==> config.mk <==
export PLATFORM = sky130hd
export DESIGN_NAME = io_button_conditioner
export DESIGN_NICKNAME = d
export VERILOG_FILES = /design/src/rtl/io_button_conditioner.sv
export SDC_FILE = /design/constraint.sdc
export NUM_CORES = 1
export LEC_CHECK = 0
export CORE_MARGIN = 2
export CORE_UTILIZATION = 56
export DETAILED_ROUTE_END_ITERATION = 12
export GPL_ROUTABILITY_DRIVEN = 1
export PLACE_DENSITY = 0.74
export SETUP_SLACK_MARGIN = 0.4
export SLEW_MARGIN = 20
export SYNTH_ARGS = -nofsm -noshare
export SYNTH_HDL_FRONTEND = slang
export SYNTH_SLANG_ARGS = --single-unit
==> constraint.sdc <==
create_clock -name clk -period 2.2 [get_ports clk]
set_input_delay 0.33 -clock clk [delete_from_list [all_inputs] [get_ports clk]]
set_output_delay 0.33 -clock clk [all_outputs]
set_load 0.01 [all_outputs]
==> src/rtl/io_button_conditioner.sv <==
// Button input conditioner: 2-flop synchronizer, per-bit debounce, registered press/release
// pulses and auto-repeat pulses while a button is held. Every bit is an independent channel.
module io_button_conditioner #(
  parameter int unsigned WIDTH           = 5,
  parameter int unsigned DEBOUNCE_CYCLES = 1000000,
  parameter int unsigned REPEAT_DELAY    = 25000000,
  parameter int unsigned REPEAT_RATE     = 5000000
) (
  input  logic             clk,
  input  logic             rst_n,
  input  logic [WIDTH-1:0] btn_raw,
  output logic [WIDTH-1:0] btn_state,
  output logic [WIDTH-1:0] btn_press,
  output logic [WIDTH-1:0] btn_release,
  output logic [WIDTH-1:0] btn_repeat
);

  localparam int unsigned DbW     = $clog2(DEBOUNCE_CYCLES);
  localparam int unsigned HoldMax = (REPEAT_DELAY > REPEAT_RATE) ? REPEAT_DELAY : REPEAT_RATE;
  localparam int unsigned HoldW   = (HoldMax > 1) ? $clog2(HoldMax) : 1;

  localparam logic [DbW-1:0]   DbLast    = DbW'(DEBOUNCE_CYCLES - 1);
  localparam logic [HoldW-1:0] DelayLast = HoldW'(REPEAT_DELAY - 1);
  localparam logic [HoldW-1:0] RateLast  = HoldW'(REPEAT_RATE - 1);

  typedef enum logic {
    StInitial,
    StRepeat
  } phase_e;

  logic [WIDTH-1:0] sync_meta_q, sync_q;

  logic [DbW-1:0]   db_cnt_q [WIDTH];
  logic [DbW-1:0]   db_cnt_d [WIDTH];
  logic [WIDTH-1:0] flip;

  logic [WIDTH-1:0] state_q, state_d;
  logic [WIDTH-1:0] press_q, press_d;
  logic [WIDTH-1:0] rel_q, rel_d;
  logic [WIDTH-1:0] rpt_q, rpt_d;

  logic [HoldW-1:0] hold_cnt_q [WIDTH];
  logic [HoldW-1:0] hold_cnt_d [WIDTH];
  phase_e           phase_q    [WIDTH];
  phase_e           phase_d    [WIDTH];

  // btn_raw is asynchronous to clk; only sync_q is used downstream.
  always_ff @(posedge clk or negedge rst_n) begin
    if (!rst_n) begin
      sync_meta_q <= '0;
      sync_q      <= '0;
    end else begin
      sync_meta_q <= btn_raw;
      sync_q      <= sync_meta_q;
    end
  end

  // Any agreeing cycle restarts the count, so only a sustained disagreement flips the state.
  always_comb begin
    flip = '0;
    for (int i = 0; i < WIDTH; i++) begin
      db_cnt_d[i] = '0;
      if (sync_q[i] != state_q[i]) begin
        if (db_cnt_q[i] == DbLast) begin
          flip[i] = 1'b1;
        end else begin
          db_cnt_d[i] = db_cnt_q[i] + DbW'(1);
        end
      end
    end
  end

  always_comb begin
    state_d = state_q ^ flip;
    press_d = flip & ~state_q;
    rel_d   = flip & state_q;
  end

  // Hold counting only runs in cycles where the button is down and not being released;
  // the release edge clears the count and suppresses any repeat due on that edge.
  always_comb begin
    rpt_d = '0;
    for (int i = 0; i < WIDTH; i++) begin
      hold_cnt_d[i] = '0;
      phase_d[i]    = StInitial;
      if (state_q[i] && !flip[i]) begin
        unique case (phase_q[i])
          StInitial: begin
            if (hold_cnt_q[i] == DelayLast) begin
              rpt_d[i]   = 1'b1;
              phase_d[i] = StRepeat;
            end else begin
              hold_cnt_d[i] = hold_cnt_q[i] + HoldW'(1);
            end
          end
          StRepeat: begin
            phase_d[i] = StRepeat;
            if (hold_cnt_q[i] == RateLast) begin
              rpt_d[i] = 1'b1;
            end else begin
              hold_cnt_d[i] = hold_cnt_q[i] + HoldW'(1);
            end
          end
          default: begin
            phase_d[i] = StInitial;
          end
        endcase
      end
    end
  end

  always_ff @(posedge clk or negedge rst_n) begin
    if (!rst_n) begin
      state_q <= '0;
      press_q <= '0;
      rel_q   <= '0;
      rpt_q   <= '0;
      for (int i = 0; i < WIDTH; i++) begin
        db_cnt_q[i]   <= '0;
        hold_cnt_q[i] <= '0;
        phase_q[i]    <= StInitial;
      end
    end else begin
      state_q <= state_d;
      press_q <= press_d;
      rel_q   <= rel_d;
      rpt_q   <= rpt_d;
      for (int i = 0; i < WIDTH; i++) begin
        db_cnt_q[i]   <= db_cnt_d[i];
        hold_cnt_q[i] <= hold_cnt_d[i];
        phase_q[i]    <= phase_d[i];
      end
    end
  end

  assign btn_state   = state_q;
  assign btn_press   = press_q;
  assign btn_release = rel_q;
  assign btn_repeat  = rpt_q;

endmodule

**After elaboration in Yosys (flattened, before gate mapping)**

Index checks and enable logic that the tools add are counted.

- Flip-flop bits (word level): 260
- Bits of input ports: 7
- Output and inout port bits: 20
- Word-level logic and storage cells: 140

- $add $sub $neg: 10
- Equal/unequal tests: 20
- Muxes and demuxes: 70
- Bitwise gates (word level): 9
- Reduce and logical (&&, ||, !) cells: 10

Operators with widths:

| cell | number |
|---|---|
| 25-bit two-way mux | 15 |
| 25-bit case mux with 2 select lines | 5 |
| 20-bit two-way mux | 10 |
| 25-bit by 1-bit adder with 25-bit output, second input constant | 5 |
| 25-bit by 23-bit == test with 1-bit output, second input constant | 5 |
| 25-bit == test, second input constant | 5 |
| 20-bit by 1-bit adder with 20-bit output, second input constant | 5 |
| 20-bit == test, second input constant | 5 |
| 1-bit two-way mux | 30 |
| 1-bit case mux with 2 select lines | 10 |
| 5-bit AND | 2 |
| 1-bit logical AND | 5 |
| 1-bit logical NOT | 5 |
| 1-bit != test | 5 |
| 1-bit inverter | 5 |
| 5-bit inverter | 1 |
| 5-bit XOR | 1 |

**Longest topological paths before layout**

Gate-level depths: netlist of run 1.

- Depth in word-level cells: 6
- Mapped depth: 7

**Least setup slack after synthesis of run 1**

Ideal clock, no wire load.

- Kind: reg-to-reg
- Start point: register db_cnt_q[27] in the netlist's numbering
- End point: register (tool-made name)
- Setup time: 0.125 ns
- Arrival: 2.072 ns
- Data required time: 2.075 ns
- Slack: 0.003 ns
- Stages on the path, launching flop included: 6
- Path buffers: 1
- Period minus slack after synthesis: 2.197 ns
- Cells stage by stage: dfrtp_1 or4_1 or4_1 or2_1 buf_6 mux2_4

RTL lines:

| what | RTL line | text |
|---|---|---|
| start, declared | 33 | `logic [DbW-1:0] db_cnt_q [WIDTH];` |
| start signal, assigned by index | 129 | `db_cnt_q[i] <= db_cnt_d[i];` |

==> results of run 1 <==
-- registers in the layout (all words and copies together), names as in the netlist, named ones only --
| name | flops |
|---|---|
| phase_q | 5 |
| btn_press | 5 |
| db_cnt_q | 100 |
| btn_repeat | 5 |
| sync_meta_q | 5 |
| btn_release | 5 |
| hold_cnt_q | 125 |
| sync_q | 5 |
-- cell usage in the layout (no fill, tap or decap), drive strengths merged, types with 2 or more instances in the layout --
cell type	count
nor2	254
or3	6
nor4b	13
or2	4
bufinv	2
xnor2	94
nor4bb	3
dlygate4sd2	4
buf	98
clkbuf	42
clkinv	13
o41ai	2
nand4bb	2
dlymetal6s2s	2
nor3b	13
a21o	2
nor2b	4
or4	9
nand4	68
xor2	114
nor3	36
mux2	5
and2	11
clkdlybuf4s50	19
o21ai	5
and3	26
and4b	2
a21oi	4
and4	28
dfrtp	260
nor4	23
nand3b	2
inv	26
nand3	92
ha	10
nand2	75
-- timing repair --
item                                    in CTS  in global routing
endpoints found under the hold margin       67                  0
resized for setup                           75                250
setup buffers                               28                 23
pin swaps                                   25                 77
gates cloned                                10                  8
hold buffers                                 1                  0
endpoints found under the setup margin     183                219
-- how the worst max path moves through the flow --
stage                                 from                        to
floorplan           db_cnt_q[31]$_DFF_PN0_                  register
global placement    db_cnt_q[30]$_DFF_PN0_                  register
detailed placement  db_cnt_q[30]$_DFF_PN0_  hold_cnt_q[25]$_DFF_PN0_
CTS                 db_cnt_q[30]$_DFF_PN0_  hold_cnt_q[25]$_DFF_PN0_
global route        db_cnt_q[31]$_DFF_PN0_  hold_cnt_q[31]$_DFF_PN0_
finish              db_cnt_q[35]$_DFF_PN0_  hold_cnt_q[31]$_DFF_PN0_
-- metal layers --
layer | up-vias | routed length [um] | GRT usage
li1 | 4502 | - | -
met1 | 4919 | 12340 | 0.3041
met2 | 186 | 14770 | 0.3747
met3 | 79 | 999 | 0.02929
met4 | 0 | 851 | 0.05696
met5 | - | 0 | 0
-- cell families after synthesis --
family,synth area share
adders and majority gates,0.01018
AOI/OAI and AO/OA,0.01221
muxes,0.005699
xor gates and xnor gates,0.1482
buffers and inverters,0.01873
and+or+nand+nor,0.2757
DFF,0.5293
-- power by group through the flow --
stage / logic (W) / clock network (W) / registers (W)
after floorplan: 0.0000641 / 0 / 0.00493
after global placement: 0.000202 / 0 / 0.00494
after detailed placement: 0.000207 / 0 / 0.00494
after CTS: 0.000227 / 0.00478 / 0.00485
after global routing: 0.000295 / 0.00499 / 0.00486
final: 0.000256 / 0.00471 / 0.00485
-- worst register-to-register path, stage by stage, from the launching register on --
cell and delay (ns):
dfrtp_1 0.38, or4_1 0.55, or4_4 0.57, o31a_1 0.33, nand3_4 0.14, clkbuf_16 0.18
nor2_1 0.05
-- final cells by class --
cell class	count	share of cell area
Tap cell	280	0.02168
Clock buffer	35	0.04870
Inverter	26	0.006039
Clock inverter	16	0.009136
Timing Repair Buffer	131	0.08966
Sequential cell	260	0.4041
Multi-Input combinational cell	918	0.4206
-- through the flow --
| step | area, um^2 | hold slack (ns) | utilization | setup slack, ns | total power, W |
|---|---|---|---|---|---|
| CTS | 14800 | 0.2087 | 0.6826 | 0.001026 | 0.009851 |
| detailed placement | 13200 | 0.3370 | 0.6087 | 0.01593 | 0.005143 |
| global placement | 13200 | 0.3328 | 0.6087 | 0.02745 | 0.005137 |
| floorplan | 12380 | 0.03441 | - | 0.04298 | 0.004993 |
| global route | 16160 | 0.2209 | 0.7451 | -0.1562 | 0.01014 |
| finish | 16160 | 0.2221 | 0.7451 | -0.1029 | 0.009818 |
==> impl_results.md, run 1 <==
- Die Y: 152.2 um
- Vias: just under 10,000
- Failing checks: setup timing
- IO Count: 27
- Fill count: 1,362
- Worst-path cell chain: or4_1 > or4_4 > o31a_1 > nand3_4 > clkbuf_16 > nor2_1
- Yosys warning total: 0
- Hold Path Cell Cnt: 1
- Flop pwr share: 0.494
- Overflow after GRT: 0
- Sum Neg Setup Slack: -2.052 ns
- Crit path arrival time: 2.73 ns
- I/O Buffers: 26
- Initial core utilization: 0.5668
- P&R area growth vs syn: 31.46%
- Sequential-to-total area share from yosys stat: 0.5293
- Overall routing resource usage: 0.2210
- Combinational power share: 0.026
- Floorplan core area: 0.02169 mm^2
- P_int: 0.007667 W
- CTS tree: yes
- Leakage: 6.350 nW
- Max rail drop VDD: 0.0006928 V
- Die ar.: between 0.02 and 0.025 mm^2
- Startpoint Class: register
- Maxcap violations: 0
- Non-filler cells, final: ~1,700
- Cell count along the critical path: 6
- Fraction of registers with async set/reset: 1.000
- Pre-antenna DRT Iters: 5
- DR DRC count: 0
- Synth area leaders: dfrtp_1 (53%), xor2_1 (8.1%), nor2_1 (7.8%), xnor2_1 (6.7%), nand3_1 (3.7%)
- Layout cells sized above 1: 0.2633
- Relative slew slack: 0.4645
- Clk buf depth: 3
- Clk sinks: 260
- CP Buf/Inv Count: 1
- Area leader, netlist: dfrtp_1
- Mapped cell area: approximately 0.012 mm^2
- Multi-input logic area: ~0.007 mm^2
- Min Clock Period, post-route: 2.303 ns
- Max Fanout on Critical Path: 12
- Min-Delay Path Class: in -> reg
- Rows: 54
- R2r endpoint: hold_cnt_q[31]$_DFF_PN0_
- Flip-flop and latch area: between 0.006 and 0.007 mm^2
- Clock latency on the worst-skew pair: roughly 0.55 ns
- Synth cell count leaders: dfrtp_1 (260), nor2_1 (254), xor2_1 (114)
- Initial DRC Count: between 500 and 600
- Achievable Freq: 434.2 MHz
- Synth cell types: 47
- Root Buffer: clkbuf_16
- Top FF cell, synth: dfrtp_1
- H-tree lvl count: 1
- Gpl congestion: 0.7819
- R2r worst-path depth: 6
- Routed len/inst: approximately 17 um
- Clk slew on worst S/H paths: about 0.060 ns
- Clock skew: 0.01831 ns
- CP top delay family: simple AND/OR/NAND/NOR gates
- Worst Min Path Start: btn_raw[1]
- First-pass GRT wire length: 43,910 um
- R2R Setup Slk: -0.10 ns
- Initial antenna violation count: 0
- N_diodes: 0
- Reg-to-reg critical path startpoint: db_cnt_q[35]$_DFF_PN0_
- Final Hold Fails: 0
- Power Dens Cells: 607.5 mW/mm^2
- Vias per cell: 5.814
- Pin count of the biggest net entering global routing: between 70 and 80
- Clk network pwr share: 0.480
- ANT nets after route: 0
- Final wirelength: around 29,000 um
- Top-area cell type share of the netlist area: 0.5293
- Net Count, Synth: approximately 1,200
- Post-Syn Instances: around 1,200
- Crit path required time: roughly 2.6 ns
- Setup Viol. Count Final: 25
- Worst slew pin tran: roughly 0.80 ns
- CP peak stage delay: approximately 0.57 ns
- Post-DP HPWL: roughly 15,000 um
- Net Sw Frac: 0.2191
- Critical path's slowest cell: or4_4
- Setup CP Type: reg -> reg
- Inst Count DP: between 1,500 and 2,000
- Switching power total: about 0.0022 W
- Inserted Clock Buffers: 28
- Unrepaired setup endpoints after global routing: yes
- Number of flops mapped to enable cells by yosys: 0
- Status: finished, violations left
- Count leader, synth: dfrtp_1
- Vias in the first global route: 9,302
- Syn_area_per_cell: 10.04 um^2
- Final period util: 1.047
- Final #Nets: roughly 1,400
- Final Max Tran Viols: 0
- Die X: 152.2 um
- Hold Path Sink: sync_meta_q[1]$_DFF_PN0_
- CP endpoint kind: register
- Synthesized flop and latch total: 260
- Worst setup margin: -0.1029 ns
(Power assumes the default switching activity.)
==> run 2: changes to the inputs <==
Settings changed: CELL_PAD_IN_SITES_DETAIL_PLACEMENT set to 1, CELL_PAD_IN_SITES_GLOBAL_PLACEMENT set to 1, CORE_UTILIZATION 56 to 45.
==> run 2 against run 1 <==
  * The run still ends with setup timing left
  * Largest power group is now clock
  * Via count about the same
  * Non-clock buffer count increased by 12
  * Combinational power about the same
  * Clock skew increased by 0.0057 ns
  * Core utilization decreased by 14 points
==> impl_results.md, run 2 (synthesis results as in run 1) <==
- Setup CP Type: reg -> reg (unchanged)
- Flop pwr share: 0.478 (was 0.494)
- Status: finished, violations left (unchanged)
- P&R area growth vs syn: 32.16% (was 31.46%)
- Largest regs: hold_cnt_q: 125 flops, db_cnt_q: 100 flops (unchanged)
- I/O Buffers: 26 (unchanged)
- Inst Count DP: 1,612 (was 1,545)
- Power Dens Cells: 625.4 mW/mm^2 (was 607.5 mW/mm^2)
- CP Buf/Inv Count: 0 (was 1)
- CP top delay family: simple AND/OR/NAND/NOR gates (unchanged)
- Rows: 60 (was 54)
- Clk buf depth: 3 (unchanged)
- IO Count: 27 (unchanged)
- Post-route cell area: 0.01625 mm^2 (was 0.01616 mm^2)
- Layout cells sized above 1: 0.2584 (was 0.2633)
- Post-DP HPWL: 18,040 um (was 15,170 um)
- Setup Viol. Count Final: 6 (was 25)
- Vias in the first global route: 10,300 (was 9,302)
- Clock skew: 0.02405 ns (was 0.01831 ns)
- Achievable Freq: 452.4 MHz (was 434.2 MHz)
- Final wirelength: 32,740 um (was 28,950 um)
- Final #Nets: 1,393 (was 1,382)
- Die X: 169.3 um (was 152.2 um)
- Non-filler cells, final: 1,738 (was 1,666)
- Net Sw Frac: 0.2182 (was 0.2191)
- Failing checks: setup timing (unchanged)
- Maxcap violations: 0 (unchanged)
- Fin Hold WS: 0.1935 ns (was 0.2221 ns)
- Clk slew on worst S/H paths: 0.06 ns (about the same)
- CP endpoint kind: register (unchanged)
- Clk sinks: 260 (unchanged)
- R2r worst-path depth: 4 (was 6)
- Critical path's slowest cell: or4_4 (unchanged)
- Min-Delay Path Class: in -> reg (unchanged)
- Final Hold Fails: 0 (unchanged)
- Min Clock Period, post-route: 2.210 ns (was 2.303 ns)
- Gpl congestion: 0.7673 (was 0.7819)
- Vias: 9,677 (was 9,686)
- Die Y: 169.3 um (was 152.2 um)
- Vias per cell: 5.568 (was 5.814)
- Crit path required time: 2.64 ns (was 2.63 ns)
- Max reg flops: 125 (unchanged)
- Initial core utilization: 0.4574 (was 0.5668)
- Die ar.: 0.02866 mm^2 (was 0.02315 mm^2)
- Initial DRC Count: 471 (was 594)
- Most frequent CP cell: or4_4
- Crit path arrival time: 2.65 ns (was 2.73 ns)
- Final Core Density: 0.6045 (was 0.7451)
- CTS tree: yes (unchanged)
- Cell count along the critical path: 4 (was 6)
- DR DRC count: 0 (unchanged)
- Combinational power share: 0.025 (was 0.026)
- Routed len/inst: 18.84 um (was 17.38 um)
- Inserted Clock Buffers: 30 (was 28)
- Clk network pwr share: 0.497 (was 0.480)
- Pre-antenna DRT Iters: 4 (was 5)
- Hold Path Cell Cnt: 1 (unchanged)
- Most flops, register: hold_cnt_q (unchanged)
- Switching power total: 0.002217 W (was 0.002151 W)
- Unrepaired setup endpoints after global routing: yes (unchanged)
- Leakage: 6.411 nW (was 6.350 nW)
- Clock latency on the worst-skew pair: 0.57 ns (was 0.55 ns)
- Final Max Tran Viols: 0 (unchanged)
- Final period util: 1.005 (was 1.047)
- Overflow after GRT: 0 (unchanged)
- N_diodes: 0 (unchanged)
- Startpoint Class: register (unchanged)
- P_int: 0.007944 W (was 0.007667 W)
- Worst slew pin tran: 0.5619 ns (was 0.8026 ns)
- Fill count: 2,810 (was 1,362)
- Max Fanout on Critical Path: 4 (was 12)
- Most frequent cells in the layout: dfrtp_1 (235), nor2_1 (163), xor2_1 (111) (was dfrtp_1 (240), nor2_1 (141), xor2_1 (108))
- First-pass GRT wire length: 52,080 um (was 43,910 um)
- CP peak stage delay: 0.55 ns (was 0.57 ns)
- Worst-path cell chain: or4_4 > or4_4 > or2_4 > mux2_4 (was or4_1 > or4_4 > o31a_1 > nand3_4 > clkbuf_16 > nor2_1)
- ANT nets after route: 0 (unchanged)
- Overall routing resource usage: 0.2187 (was 0.2210)
- Relative slew slack: 0.6241 (was 0.4645)
- H-tree lvl count: 1 (unchanged)
- Pre-CTS WS: -0.03569 ns (was 0.01593 ns)
- Pin count of the biggest net entering global routing: 65 (was 74)
- Max rail drop VDD: 0.001065 V (was 0.0006928 V)
- Initial antenna violation count: 0 (unchanged)
- Cell Area, Placed: 0.01334 mm^2 (was 0.01320 mm^2)
- Commonest non-fill, non-tap cell in the layout: dfrtp_1 (unchanged)
- Floorplan core area: 0.02688 mm^2 (was 0.02169 mm^2)
- Root Buffer: clkbuf_16 (unchanged)
- Worst setup margin: -0.01040 ns (was -0.1029 ns)
run 2: changes by cell type in the layout (fill, tap and decap cells not counted), sizes merged:
cell / change
bufinv: +1
buf: +17
clkdlybuf4s50: -5
clkinv: -6
dlygate4sd2: +6
dlymetal6s2s: -1
clkbuf: +3
nand2: -3
clkinvlp: -1
run 2: final cells by class:
cell class | instances | area [um^2] | share of cell area
inverters | 26 | 97.59 | 0.006007
clock inverters | 10 | 136.4 | 0.008394
clock buffers | 43 | 859.6 | 0.05291
well taps | 341 | 426.7 | 0.02626
multi-input cells | 915 | 6720 | 0.4136
flip-flops and latches | 260 | 6538 | 0.4024
repair buffers | 143 | 1469 | 0.09041
run 2: path summary, 6_finish.rpt:
path	slack, ns	from	end
worst max-delay path	-0.01	db_cnt_q[35]$_DFF_PN0_	register
worst min-delay path	0.19	btn_raw[1]	sync_meta_q[1]$_DFF_PN0_
worst max register to register	-0.01	db_cnt_q[35]$_DFF_PN0_	register
worst min register to register	0.35	sync_meta_q[0]$_DFF_PN0_	sync_q[0]$_DFF_PN0_
max in group asynchronous	1.13	rst_n	hold_cnt_q[120]$_DFF_PN0_
min in group asynchronous	0.33	rst_n	hold_cnt_q[3]$_DFF_PN0_
run 2: timing repair:
action	4_1_cts	5_1_grt
hold buffers	1	0
endpoints found under the setup margin	203	224
resized for setup	162	151
setup buffers	32	30
pin swaps	24	43
cloned	8	2
hold endpoints to repair	58	0
run 2: metrics by stage:
stage | total power, W | TNS, ns
2_1_floorplan | 0.004993 | 0
3_3_place_gp | 0.005144 | 0
3_5_place_dp | 0.005151 | -0.04779
4_1_cts | 0.01024 | -0.03598
5_1_grt | 0.01050 | -3.096
6_report | 0.01016 | -0.02609
run 2: power by group through the flow:
stage | clock, W | combinational, W | sequential, W
after floorplan | 0 | 0.0000641 | 0.00493
after global placement | 0 | 0.000209 | 0.00494
after detailed placement | 0 | 0.000214 | 0.00494
after CTS | 0.00515 | 0.000241 | 0.00485
after global routing | 0.00535 | 0.000292 | 0.00486
final | 0.00505 | 0.000256 | 0.00486
run 2: metal layers:
metal | vias up | wire length (um) | global-route usage
li1 | 4519 | - | -
met1 | 4985 | 13830 | 0.2796
met2 | 104 | 17390 | 0.3909
met3 | 69 | 756 | 0.02799
met4 | 0 | 759 | 0.06094
met5 | - | 0 | 0
==> run 3: changes to the inputs <==
Settings changed: CELL_PAD_IN_SITES_DETAIL_PLACEMENT 1 to unset, CELL_PAD_IN_SITES_GLOBAL_PLACEMENT 1 to unset, CORE_UTILIZATION 45 to 56, REMOVE_ABC_BUFFERS set to 1.
==> run 3 against run 2 <==
  * Largest power group unchanged
  * Power is 0.47% higher
  * Via count decreased by 3.6%
  * Critical path type unchanged
  * The flow still finishes with violations (setup timing)
  * Setup slack about the same
  * First-iteration DRC count increased by 31%
  * Sequential share of layout area shrank 0.087 points
  * Clock skew fell by 0.013 ns
  * Largest cell class unchanged
==> impl_results.md, run 3 (synthesis results as in run 1) <==
- Initial antenna violation count: 0 (unchanged)
- I/O Buffers: 26 (unchanged)
- Layout cells sized above 1: 0.2708 (was 0.2584)
- Worst slew pin tran: 1.001 ns (was 0.5619 ns)
- Root Buffer: clkbuf_16 (unchanged)
- CTS tree: yes (unchanged)
- Max reg flops: 125 (unchanged)
- Hold Path Cell Cnt: 1 (unchanged)
- IO Count: 27 (unchanged)
- Flop pwr share: 0.475 (was 0.478)
- Vias in the first global route: 9,113 (was 10,300)
- Max Fanout on Critical Path: 13 (was 4)
- Pin count of the biggest net entering global routing: 74 (was 65)
- Rows: 54 (was 60)
- Final #Nets: 1,378 (was 1,393)
- Most flops, register: hold_cnt_q (unchanged)
- Post-DP HPWL: 15,060 um (was 18,040 um)
- Pre-antenna DRT Iters: 4 (unchanged)
- Worst-path cell chain: or4_1 > or4_4 > o31a_1 > nand3_2 > buf_12 > nor2_1 (was or4_4 > or4_4 > or2_4 > mux2_4)
- R2r endpoint: hold_cnt_q[41]$_DFF_PN0_
- Floorplan core area: 0.02169 mm^2 (was 0.02688 mm^2)
- Die ar.: 0.02315 mm^2 (was 0.02866 mm^2)
- Final Core Density: 0.7501 (was 0.6045)
- Hold Path Sink: sync_meta_q[0]$_DFF_PN0_ (was sync_meta_q[1]$_DFF_PN0_)
- Reg-to-reg critical path startpoint: db_cnt_q[27]$_DFF_PN0_ (was db_cnt_q[35]$_DFF_PN0_)
- Failing checks: setup timing (unchanged)
- Unrepaired setup endpoints after global routing: yes (unchanged)
- Setup Viol. Count Final: 11 (was 6)
- Initial DRC Count: 616 (was 471)
- Combinational power share: 0.025 (about the same)
- Critical path's slowest cell: or4_4 (unchanged)
- Startpoint Class: register (unchanged)
- Final Hold Fails: 0 (unchanged)
- Status: finished, violations left (unchanged)
- Min Clock Period, post-route: 2.211 ns (was 2.210 ns)
- Die X: 152.2 um (was 169.3 um)
- Crit path required time: 2.62 ns (was 2.64 ns)
- Final Max Tran Viols: 0 (unchanged)
- Clk slew on worst S/H paths: 0.06 ns (about the same)
- Crit path launch: db_cnt_q[27]$_DFF_PN0_ (was db_cnt_q[35]$_DFF_PN0_)
- First-pass GRT wire length: 43,460 um (was 52,080 um)
- P&R area growth vs syn: 32.35% (was 32.16%)
- Die Y: 152.2 um (was 169.3 um)
- Gpl congestion: 0.8199 (was 0.7673)
- Clk sinks: 260 (unchanged)
- Net Sw Frac: 0.2068 (was 0.2182)
- Initial core utilization: 0.5668 (was 0.4574)
- Overflow after GRT: 0 (unchanged)
- Worst Min Path Start: btn_raw[0] (was btn_raw[1])
- Clk buf depth: 3 (unchanged)
- Commonest non-fill, non-tap cell in the layout: dfrtp_1 (unchanged)
- CP Buf/Inv Count: 1 (was 0)
- Final wirelength: 27,310 um (was 32,740 um)
- Crit path arrival time: 2.63 ns (was 2.65 ns)
- Most frequent cells in the layout: dfrtp_1 (239), nor2_1 (125), nor2_4 (112) (was dfrtp_1 (235), nor2_1 (163), xor2_1 (111))
- Final period util: 1.005 (about the same)
- Clock skew: 0.01062 ns (was 0.02405 ns)
- Leakage: 6.319 nW (was 6.411 nW)
- Min-Delay Path Class: in -> reg (unchanged)
- Max rail drop VDD: 0.0006782 V (was 0.001065 V)
- N_diodes: 0 (unchanged)
- Overall routing resource usage: 0.2178 (was 0.2187)
- Power Dens Cells: 627.5 mW/mm^2 (was 625.4 mW/mm^2)
- ANT nets after route: 0 (unchanged)
- Routed len/inst: 16.44 um (was 18.84 um)
- Largest regs: hold_cnt_q: 125 flops, db_cnt_q: 100 flops (unchanged)
- Cell Area, Placed: 0.01317 mm^2 (was 0.01334 mm^2)
- Multi-input logic area: 0.006924 mm^2 (was 0.006720 mm^2)
- Sum Neg Setup Slack: -0.05762 ns (was -0.02609 ns)
- Worst setup margin: -0.01061 ns (was -0.01040 ns)
- CP top delay family: simple AND/OR/NAND/NOR gates (unchanged)
- Vias: 9,327 (was 9,677)
- Inserted Clock Buffers: 28 (was 30)
- Setup CP Type: reg -> reg (unchanged)
- CP endpoint kind: register (unchanged)
- CP peak stage delay: 0.54 ns (was 0.55 ns)
- Switching power total: 0.002112 W (was 0.002217 W)
- R2r worst-path depth: 6 (was 4)
- Flip-flop and latch area: 0.006533 mm^2 (was 0.006538 mm^2)
- Fill count: 1,366 (was 2,810)
- R2R Setup Slk: -0.01 ns (about the same)
- Vias per cell: 5.615 (was 5.568)
- Achievable Freq: 452.4 MHz (about the same)
- Post-route cell area: 0.01627 mm^2 (was 0.01625 mm^2)
- Relative slew slack: 0.3320 (was 0.6241)
- Clock latency on the worst-skew pair: 0.54 ns (was 0.57 ns)
- P_int: 0.008097 W (was 0.007944 W)
- DR DRC count: 0 (unchanged)
- Clk network pwr share: 0.500 (was 0.497)
- Maxcap violations: 0 (unchanged)
- H-tree lvl count: 1 (unchanged)
run 3: changes by cell type in the layout (fill, tap and decap cells not counted), moves of 8 or more:
| cell | delta |
|---|---|
| buf_4 | -16 |
| nor2_1 | -38 |
| nor2_4 | +25 |
| nor2_2 | +13 |
| nor4_1 | +8 |
| nor4_2 | -9 |
run 3: final cells by class:
cell class | count | share of cell area
Inverter | 26 | 0.005999
Multi-Input combinational cell | 917 | 0.4256
Clock inverter | 15 | 0.01407
Sequential cell | 260 | 0.4015
Timing Repair Buffer | 128 | 0.08344
Clock buffer | 35 | 0.04783
Tap cell | 280 | 0.02153
run 3: stage by stage:
step | hold WS (ns) | cells | worst slack [ns] | power [W]
5_1_grt | 0.2247 | 1661 | -0.08038 | 0.01055
3_5_place_dp | 0.2838 | 1549 | -0.02008 | 0.005140
2_1_floorplan | 0.03441 | 1200 | -0.3791 | 0.004984
4_1_cts | 0.2041 | 1624 | -0.02861 | 0.01027
6_report | 0.2282 | 1661 | -0.01061 | 0.01021
3_3_place_gp | 0.2810 | 1549 | 0.01700 | 0.005134
run 3: how the worst max path moves through the flow:
stage | slack [ns] | cells after the start | endpoint
floorplan | -0.38 | 6 | hold_cnt_q[52]$_DFF_PN0_
global placement | 0.02 | 4 | register
detailed placement | -0.02 | 4 | register
CTS | -0.03 | 6 | hold_cnt_q[32]$_DFF_PN0_
global route | -0.08 | 6 | hold_cnt_q[40]$_DFF_PN0_
finish | -0.01 | 6 | hold_cnt_q[41]$_DFF_PN0_
run 3: power groups by stage:
stage / Sequential, W / Clock (W) / Combinational (W)
after floorplan: 0.00493 / 0 / 0.0000564
after global placement: 0.00493 / 0 / 0.000199
after detailed placement: 0.00494 / 0 / 0.000204
after CTS: 0.00485 / 0.00519 / 0.000226
after global routing: 0.00486 / 0.00541 / 0.000291
final: 0.00485 / 0.00510 / 0.000255
run 3: layer usage:
metal	part of all wire	GRT usage	up-vias	wire length, um
met5	0	0	-	0
met4	0.018	0.05696	0	492
met3	0.027	0.02901	45	746
met2	0.51	0.3563	142	13820
met1	0.45	0.3110	4656	12250
li1	-	-	4484	-
run 3: timing repair:
item | 4_1_cts | 5_1_grt
endpoints found under the hold margin | 53 | 0
setup endpoints to repair | 194 | 230
hold buffers | 1 | 0
setup buffers | 18 | 28
gates resized for setup | 136 | 250
cloned | 6 | 9
pin swaps | 35 | 114
